$ cat config.mk
export PLATFORM = sky130hd
export DESIGN_NAME = vga_sync_out_flat
export DESIGN_NICKNAME = d
export VERILOG_FILES = /design/src/rtl/vga_sync_out_if.sv /design/src/rtl/vga_sync_out.sv /design/src/flat_wrapper.sv
export SDC_FILE = /design/constraint.sdc
export NUM_CORES = 1
export LEC_CHECK = 0
export BUFFER_PORTS_ARGS = -buffer_cell sky130_fd_sc_hd__clkbuf_2
export CAP_MARGIN = 20
export CORE_AREA = 2 2 77 79
export DETAILED_ROUTE_END_ITERATION = 10
export DIE_AREA = 0 0 79 81
export PLACE_DENSITY = 0.69
export RECOVER_POWER = 25
export SLEW_MARGIN = 20
export SYNTH_ARGS = -nofsm -noshare
export SYNTH_HDL_FRONTEND = slang
export SYNTH_SLANG_ARGS = --single-unit
export TNS_END_PERCENT = 100
$ cat constraint.sdc
create_clock -name clk -period 2.13 [get_ports clk]
set_input_delay 0.1065 -clock clk [delete_from_list [all_inputs] [get_ports clk]]
set_output_delay 0.1065 -clock clk [all_outputs]
set_load 0.01 [all_outputs]
$ cat src/rtl/vga_sync_out_if.sv
// Pixel-pipeline bus between the raster generator, the drawing objects and the DAC.
// master = raster generator side, slave = object mux / DAC side.
interface vga_sync_out_if;
  logic [7:0]  redIn;
  logic [7:0]  greenIn;
  logic [7:0]  blueIn;
  logic [10:0] pixelX;
  logic [10:0] pixelY;
  logic        startOfFrame;
  logic [7:0]  vgaR;
  logic [7:0]  vgaG;
  logic [7:0]  vgaB;
  logic        hsyncN;
  logic        vsyncN;
  logic        blankN;

  modport master (
    input  redIn, greenIn, blueIn,
    output pixelX, pixelY, startOfFrame,
    output vgaR, vgaG, vgaB, hsyncN, vsyncN, blankN
  );

  modport slave (
    output redIn, greenIn, blueIn,
    input  pixelX, pixelY, startOfFrame,
    input  vgaR, vgaG, vgaB, hsyncN, vsyncN, blankN
  );
endinterface

$ cat src/rtl/vga_sync_out.sv
// Raster timing generator and DAC output stage: publishes the pixel coordinate,
// delays sync/blank to match the object pipeline, and registers gated color.
module vga_sync_out #(
  parameter int unsigned PIPE_DELAY = 1,
  parameter int unsigned H_ACTIVE   = 640,
  parameter int unsigned H_FP       = 16,
  parameter int unsigned H_SYNC     = 96,
  parameter int unsigned H_BP       = 48,
  parameter int unsigned V_ACTIVE   = 480,
  parameter int unsigned V_FP       = 10,
  parameter int unsigned V_SYNC     = 2,
  parameter int unsigned V_BP       = 33
) (
  input  logic          clk,
  input  logic          resetN,
  vga_sync_out_if.master bus
);

  localparam int unsigned CW      = 11;
  localparam int unsigned H_TOTAL = H_ACTIVE + H_FP + H_SYNC + H_BP;
  localparam int unsigned V_TOTAL = V_ACTIVE + V_FP + V_SYNC + V_BP;

  localparam logic [CW-1:0] H_LAST     = CW'(H_TOTAL - 1);
  localparam logic [CW-1:0] V_LAST     = CW'(V_TOTAL - 1);
  localparam logic [CW-1:0] H_VIS      = CW'(H_ACTIVE);
  localparam logic [CW-1:0] V_VIS      = CW'(V_ACTIVE);
  localparam logic [CW-1:0] HS_START   = CW'(H_ACTIVE + H_FP);
  localparam logic [CW-1:0] HS_END     = CW'(H_ACTIVE + H_FP + H_SYNC);
  localparam logic [CW-1:0] VS_START   = CW'(V_ACTIVE + V_FP);
  localparam logic [CW-1:0] VS_END     = CW'(V_ACTIVE + V_FP + V_SYNC);

  logic [CW-1:0]         r_h_count;
  logic [CW-1:0]         r_v_count;
  logic                  r_sof;
  logic                  w_h_last;
  logic                  w_v_last;
  logic                  w_active;
  logic                  w_hs;
  logic                  w_vs;
  logic [PIPE_DELAY-1:0] r_active_d;
  logic [PIPE_DELAY-1:0] r_hs_d;
  logic [PIPE_DELAY-1:0] r_vs_d;
  logic [7:0]            r_red;
  logic [7:0]            r_green;
  logic [7:0]            r_blue;
  logic                  r_hsync_n;
  logic                  r_vsync_n;
  logic                  r_blank_n;

  assign w_h_last = (r_h_count == H_LAST);
  assign w_v_last = (r_v_count == V_LAST);

  // Raw decodes of the current counter state.
  assign w_active = (r_h_count < H_VIS) && (r_v_count < V_VIS);
  assign w_hs     = (r_h_count >= HS_START) && (r_h_count < HS_END);
  assign w_vs     = (r_v_count >= VS_START) && (r_v_count < VS_END);

  // Raster counters; line and frame wrap share the same edge.
  always_ff @(posedge clk or negedge resetN) begin
    if (!resetN) begin
      r_h_count <= '0;
      r_v_count <= '0;
    end else if (w_h_last) begin
      r_h_count <= '0;
      r_v_count <= w_v_last ? '0 : r_v_count + CW'(1);
    end else begin
      r_h_count <= r_h_count + CW'(1);
    end
  end

  // Start-of-frame flag tracks the (0,0) counter state, so it is set on the wrap edge.
  always_ff @(posedge clk or negedge resetN) begin
    if (!resetN) begin
      r_sof <= 1'b1;
    end else begin
      r_sof <= w_h_last && w_v_last;
    end
  end

  // Delay line matching the drawing/mux latency; index 0 is the newest stage.
  always_ff @(posedge clk or negedge resetN) begin
    if (!resetN) begin
      r_active_d <= '0;
      r_hs_d     <= '0;
      r_vs_d     <= '0;
    end else begin
      r_active_d[0] <= w_active;
      r_hs_d[0]     <= w_hs;
      r_vs_d[0]     <= w_vs;
      for (int i = 1; i < int'(PIPE_DELAY); i++) begin
        r_active_d[i] <= r_active_d[i-1];
        r_hs_d[i]     <= r_hs_d[i-1];
        r_vs_d[i]     <= r_vs_d[i-1];
      end
    end
  end

  // DAC output register; color is forced to black outside the visible area.
  always_ff @(posedge clk or negedge resetN) begin
    if (!resetN) begin
      r_red     <= '0;
      r_green   <= '0;
      r_blue    <= '0;
      r_hsync_n <= 1'b1;
      r_vsync_n <= 1'b1;
      r_blank_n <= 1'b0;
    end else begin
      r_red     <= r_active_d[PIPE_DELAY-1] ? bus.redIn   : 8'h00;
      r_green   <= r_active_d[PIPE_DELAY-1] ? bus.greenIn : 8'h00;
      r_blue    <= r_active_d[PIPE_DELAY-1] ? bus.blueIn  : 8'h00;
      r_hsync_n <= ~r_hs_d[PIPE_DELAY-1];
      r_vsync_n <= ~r_vs_d[PIPE_DELAY-1];
      r_blank_n <= r_active_d[PIPE_DELAY-1];
    end
  end

  assign bus.pixelX       = r_h_count;
  assign bus.pixelY       = r_v_count;
  assign bus.startOfFrame = r_sof;
  assign bus.vgaR         = r_red;
  assign bus.vgaG         = r_green;
  assign bus.vgaB         = r_blue;
  assign bus.hsyncN       = r_hsync_n;
  assign bus.vsyncN       = r_vsync_n;
  assign bus.blankN       = r_blank_n;

endmodule

$ cat src/flat_wrapper.sv
// flat-port wrapper written by rule: the top's interface ports become plain ports
module vga_sync_out_flat 
#(
  parameter int unsigned PIPE_DELAY = 1,
  parameter int unsigned H_ACTIVE   = 640,
  parameter int unsigned H_FP       = 16,
  parameter int unsigned H_SYNC     = 96,
  parameter int unsigned H_BP       = 48,
  parameter int unsigned V_ACTIVE   = 480,
  parameter int unsigned V_FP       = 10,
  parameter int unsigned V_SYNC     = 2,
  parameter int unsigned V_BP       = 33
)
  (clk, resetN, bus_redIn, bus_greenIn, bus_blueIn, bus_pixelX, bus_pixelY, bus_startOfFrame, bus_vgaR, bus_vgaG, bus_vgaB, bus_hsyncN, bus_vsyncN, bus_blankN);
  vga_sync_out_if bus_i ();
  input  logic clk;
  input  logic resetN;
  input wire logic [$bits(bus_i.redIn)-1:0] bus_redIn;
  input wire logic [$bits(bus_i.greenIn)-1:0] bus_greenIn;
  input wire logic [$bits(bus_i.blueIn)-1:0] bus_blueIn;
  output wire logic [$bits(bus_i.pixelX)-1:0] bus_pixelX;
  output wire logic [$bits(bus_i.pixelY)-1:0] bus_pixelY;
  output wire logic [$bits(bus_i.startOfFrame)-1:0] bus_startOfFrame;
  output wire logic [$bits(bus_i.vgaR)-1:0] bus_vgaR;
  output wire logic [$bits(bus_i.vgaG)-1:0] bus_vgaG;
  output wire logic [$bits(bus_i.vgaB)-1:0] bus_vgaB;
  output wire logic [$bits(bus_i.hsyncN)-1:0] bus_hsyncN;
  output wire logic [$bits(bus_i.vsyncN)-1:0] bus_vsyncN;
  output wire logic [$bits(bus_i.blankN)-1:0] bus_blankN;
  assign bus_i.redIn = bus_redIn;
  assign bus_i.greenIn = bus_greenIn;
  assign bus_i.blueIn = bus_blueIn;
  assign bus_pixelX = bus_i.pixelX;
  assign bus_pixelY = bus_i.pixelY;
  assign bus_startOfFrame = bus_i.startOfFrame;
  assign bus_vgaR = bus_i.vgaR;
  assign bus_vgaG = bus_i.vgaG;
  assign bus_vgaB = bus_i.vgaB;
  assign bus_hsyncN = bus_i.hsyncN;
  assign bus_vsyncN = bus_i.vsyncN;
  assign bus_blankN = bus_i.blankN;
  vga_sync_out #(.PIPE_DELAY(PIPE_DELAY), .H_ACTIVE(H_ACTIVE), .H_FP(H_FP), .H_SYNC(H_SYNC), .H_BP(H_BP), .V_ACTIVE(V_ACTIVE), .V_FP(V_FP), .V_SYNC(V_SYNC), .V_BP(V_BP)) u_core (.clk(clk), .resetN(resetN), .bus(bus_i));
endmodule
==> Word-level counts from Yosys, hierarchy flattened <==
Cells that the tools add are included.
{ "classes": {"magnitude_cmp": 6, "n_eq_ne": 2, "add_sub_neg": 2, "muxes": 5, "bitwise": 2, "n_reduce_logical": 4} }
{ "op_table": {"columns": ["operator", "n"], "rows": [
  ["$mux 8", 3],
  ["$add 11x1->11 const B", 2],
  ["$eq 11x10->1 const B", 2],
  ["$lt 11x10->1 const B", 2],
  ["$lt 11x9->1 const B", 2],
  ["$mux 11", 2],
  ["$ge 11x10->1 const B", 1],
  ["$ge 11x9->1 const B", 1],
  ["$logic_and 1x1->1", 4],
  ["$not 1->1", 2]
]} }
{ "word_totals": {"inputBits": 26, "ff_bits": 53} }

==> Depth between registers and ports, before layout <==
{ "depth": {"ltp_word": 2, "ltp_mapped": 6, "depth_no_buf": 6} }

==> Worst setup path before layout <==
Ideal clock, no wire load.
{ "synth_path": {"path_type": "register to register", "startpoint": "reg u_core.r_h_count[0], in the netlist u_core.bus.pixelX[0]", "endpoint": "reg u_core.r_v_count[10], in the netlist u_core.bus.pixelY[10]", "setup_slack_ns": 0.421, "path_buffers": 0, "stages_incl_launch_ff": 6, "required_time_ns": 2.005, "setup_ns": 0.125, "arrival_time_ns": 1.584, "cell_sequence": "dfrtp_1 -> ha_1 -> and4_1 -> and4b_2 -> nand4_1 -> mux2_2"} }
{ "synth_via": {"elab_chain_cells": 1} }
{ "synth_rtl": {"columns": ["element", "line", "text"], "rows": [
  ["from (decl)", "vga_sync_out.sv:32", "logic [CW-1:0] r_h_count;"],
  ["from (signal assigned)", "vga_sync_out.sv:67", "r_h_count <= r_h_count + CW'(1);"],
  ["$eq 11x10->1", "vga_sync_out.sv:50", "assign w_h_last = (r_h_count == H_LAST);"],
  ["to (signal assigned)", "vga_sync_out.sv:65", "r_v_count <= w_v_last ? '0 : r_v_count + CW'(1);"],
  ["to (decl)", "vga_sync_out.sv:33", "logic [CW-1:0] r_v_count;"]
]} }
Every way passes these cells.
A chain may end at the register's enable or synchronous reset.

==> Worst setup path in the final report <==
{ "layout_path": {"startpoint": "reg u_core.r_h_count[0], in the netlist u_core.bus.pixelX[0]", "endpoint": "reg u_core.r_v_count[3], in the netlist u_core.bus.pixelY[3]"} }
The elaborated chain is that of the path after synthesis.

==> impl_metrics.tcl <==
set metrics [dict create \
    status "finished clean" \
    cts.sinks 53 \
    drtAntennaViolNets 0 \
    root_buffer "clkbuf_8" \
    r2r-start "u_core.bus.pixelX[0]$_DFF_PN0_" \
    critPathLaunch "u_core.bus.pixelX[0]$_DFF_PN0_" \
    dieWidth_um 79 \
    synth_cell_type_count 41 \
    drc 0 \
    syn_inst 182 \
    yosysMostFrequentCell "dfrtp_1" \
    synth_edf_count 0 \
    hold_buffers 1 \
    place.gp.congestion 0.8058 \
    setup_tns_ps 0 \
    end_kind "flop" \
    num_antenna_cells 0 \
    synthesis.nets 211 \
    dpl.hpwl_mm 3.081 \
    finalCritPeriodShare 0.8830 \
    slew_violations 0 \
    syn_area_per_cell_um2 11.80 \
    ys_seq_area_frac 0.6191 \
    synth_top_area_frac 0.5824 \
    fin_skew_ps 10.76 \
    drive_above_1_share 0.2634 \
    maxCapViolCount 0 \
    htree_levels 2 \
    critPathKind "reg -> reg" \
    yosysWarnings 0 \
    r2r_slack_ps 250 \
    drt_iter0_drc 44 \
    synthArstFlopShare 1.000 \
    path_clk_slew_ps 90 \
    multi_input_area_um2 748.2 \
    p_leak_nw 1.194 \
    layout.nets 291 \
    initial_core_util 0.3785 \
    worstPathRequired_ps 2340 \
    grt-ovfl-total 0 \
    grt_usage 0.1415 \
    num_vias 1610 \
    fin_crit_ps 1881 \
    grt_pass1_vias 1526 \
    crit_end "u_core.bus.pixelY[3]$_DFFE_PN0N_" \
    power.density_nw_per_um2 626.9 \
    synth_area_um2 2148 \
    synth_ff_type "dfrtp_1" \
    die-height_um 81 \
    rsz0062_at_grt "false" \
    reg2regPathDepth 5 \
    startpoint_type "flop" \
    worstSkewPairLatency_ps 290 \
    finalPower_w 0.001667 \
    r2r-end "u_core.bus.pixelY[3]$_DFFE_PN0N_" \
    cts_resized 0 \
    tritoncts "yes" \
    arrival_ps 2090 \
    synth_area_leaders "dfrtp_1, and2_1, dfstp_2, o21ai_0, xnor2_1" \
    grt_max_degree 54 \
    cts_setup_buffers 0 \
    cts_buffers 5 \
    core_area_um2 5675 \
    wl_mm 4.324 \
    min_path_cells 2 \
    ios 76 \
    num_rows 28 \
    grt_pass1_wl_mm 7.072 \
    hp-class "in -> reg" \
    routed_via_density 4.777 \
    synth_top_area_cell "dfrtp_1" \
    clockBufferDepth 2 \
    synthToLayoutAreaGrowth_pct 23.76 \
    antenna_found_initial 0 \
    fillers 572 \
    synth_common_cells "dfrtp_1, and2_1, nor2_1, o21ai_0" \
    critPathMaxFanout 6 \
    setup_viol 0 \
    hold_violations 0 \
    wl_per_cell_um 12.83 \
    fp.dieArea_um2 6399 \
    regArea_um2 1330 \
    port_buffers 75 \
    firstDrtPassIters 4 \
    tightest_slew_ps 1253 \
    ir_drop_mv 0.3090 \
    maxSlewHeadroom 0.1649 \
    max_freq_mhz 531.7 \
    ys_seq_elements 53 \
]
-- final cells by class --
class                   count  share of cell area
repair buffers             79              0.1393
clock buffers               7             0.03247
multi-input cells         115              0.2814
flip-flops and latches     53              0.5002
inverters                   8             0.01129
well taps                  75             0.03529
-- power by group --
group	internal [W]	switching, W
sequential	0.00103	0.00000585
combinational	0.0000384	0.0000491
clock	0.000258	0.000287
total	0.00132	0.000342
-- logic make-up after synthesis --
kind of cell,after synthesis,synth area share
mux,1,0.005241
buf+inv,14,0.03261
simple gates,82,0.2365
compound gates,20,0.05242
fa+ha+maj,3,0.01747
xor+xnor,9,0.03669
flops,53,0.6191
-- critical path, cell delays in order (launching register included) --
cell	delay, ps
dfrtp_1	410
ha_1	250
and4_1	310
nand4b_2	230
or3_2	500
o21ai_0	100
-- registers in the layout, indices dropped and copies added (netlist names) --
signal and count:
u_core.bus.hsyncN 1, u_core.bus.blankN 1, u_core.bus.startOfFrame 1, u_core.r_active_d 1, u_core.bus.pixelX 11, u_core.bus.vgaB 8
u_core.r_vs_d 1, u_core.r_hs_d 1, u_core.bus.pixelY 11, u_core.bus.vgaR 8, u_core.bus.vgaG 8, u_core.bus.vsyncN 1
-- worst min-delay path by stage --
stage                        start                           end  slack [ps]
detailed placement          resetN  u_core.bus.vgaR[4]$_DFF_PN0_         270
finish               bus_blueIn[5]  u_core.bus.vgaB[5]$_DFF_PN0_          30
global placement            resetN  u_core.bus.vgaG[6]$_DFF_PN0_         260
floorplan                   resetN   u_core.bus.blankN$_DFF_PN0_        -190
global route        bus_greenIn[6]  u_core.bus.vgaG[6]$_DFF_PN0_          10
CTS                  bus_blueIn[5]  u_core.bus.vgaB[5]$_DFF_PN0_          10
-- per-stage QoR --
stage | std cells | util | worst slack [ps] | hold WS, ps | cell area, um2
after floorplan | 182 | - | 420.8 | -189.1 | 2148
after global placement | 329 | 0.4581 | 335.2 | 262.8 | 2600
after detailed placement | 329 | 0.4581 | 273.2 | 266.9 | 2600
after CTS | 337 | 0.4751 | 256.6 | 11.89 | 2696
after global routing | 337 | 0.4685 | 123.7 | 13.15 | 2659
final | 337 | 0.4685 | 249.2 | 27.64 | 2659
-- placed cells by master (no fill, tap or decap), types with 2 or more instances in the layout --
cell type and instances:
xor2_1 4, o21ai_0 9, or3_1 4, nor3_1 6
buf_4 2, dfstp_2 3, inv_1 8, clkbuf_2 48
or3_2 2, nor2_1 9, and2_1 24, dfrtp_1 50
clkbuf_1 29, clkbuf_8 6, xnor2_1 5, ha_1 3
nor4_1 2, a21oi_1 6, nand4_1 5, nand2_1 8
nand3_1 8
-- metal layers --
layer | GRT usage | part of all wire
met1 | 0.1934 | 0.47
met2 | 0.2220 | 0.45
met3 | 0.02889 | 0.071
met4 | 0.05690 | 0.012
met5 | 0 | 0
Power figures use the tool's default switching activity.
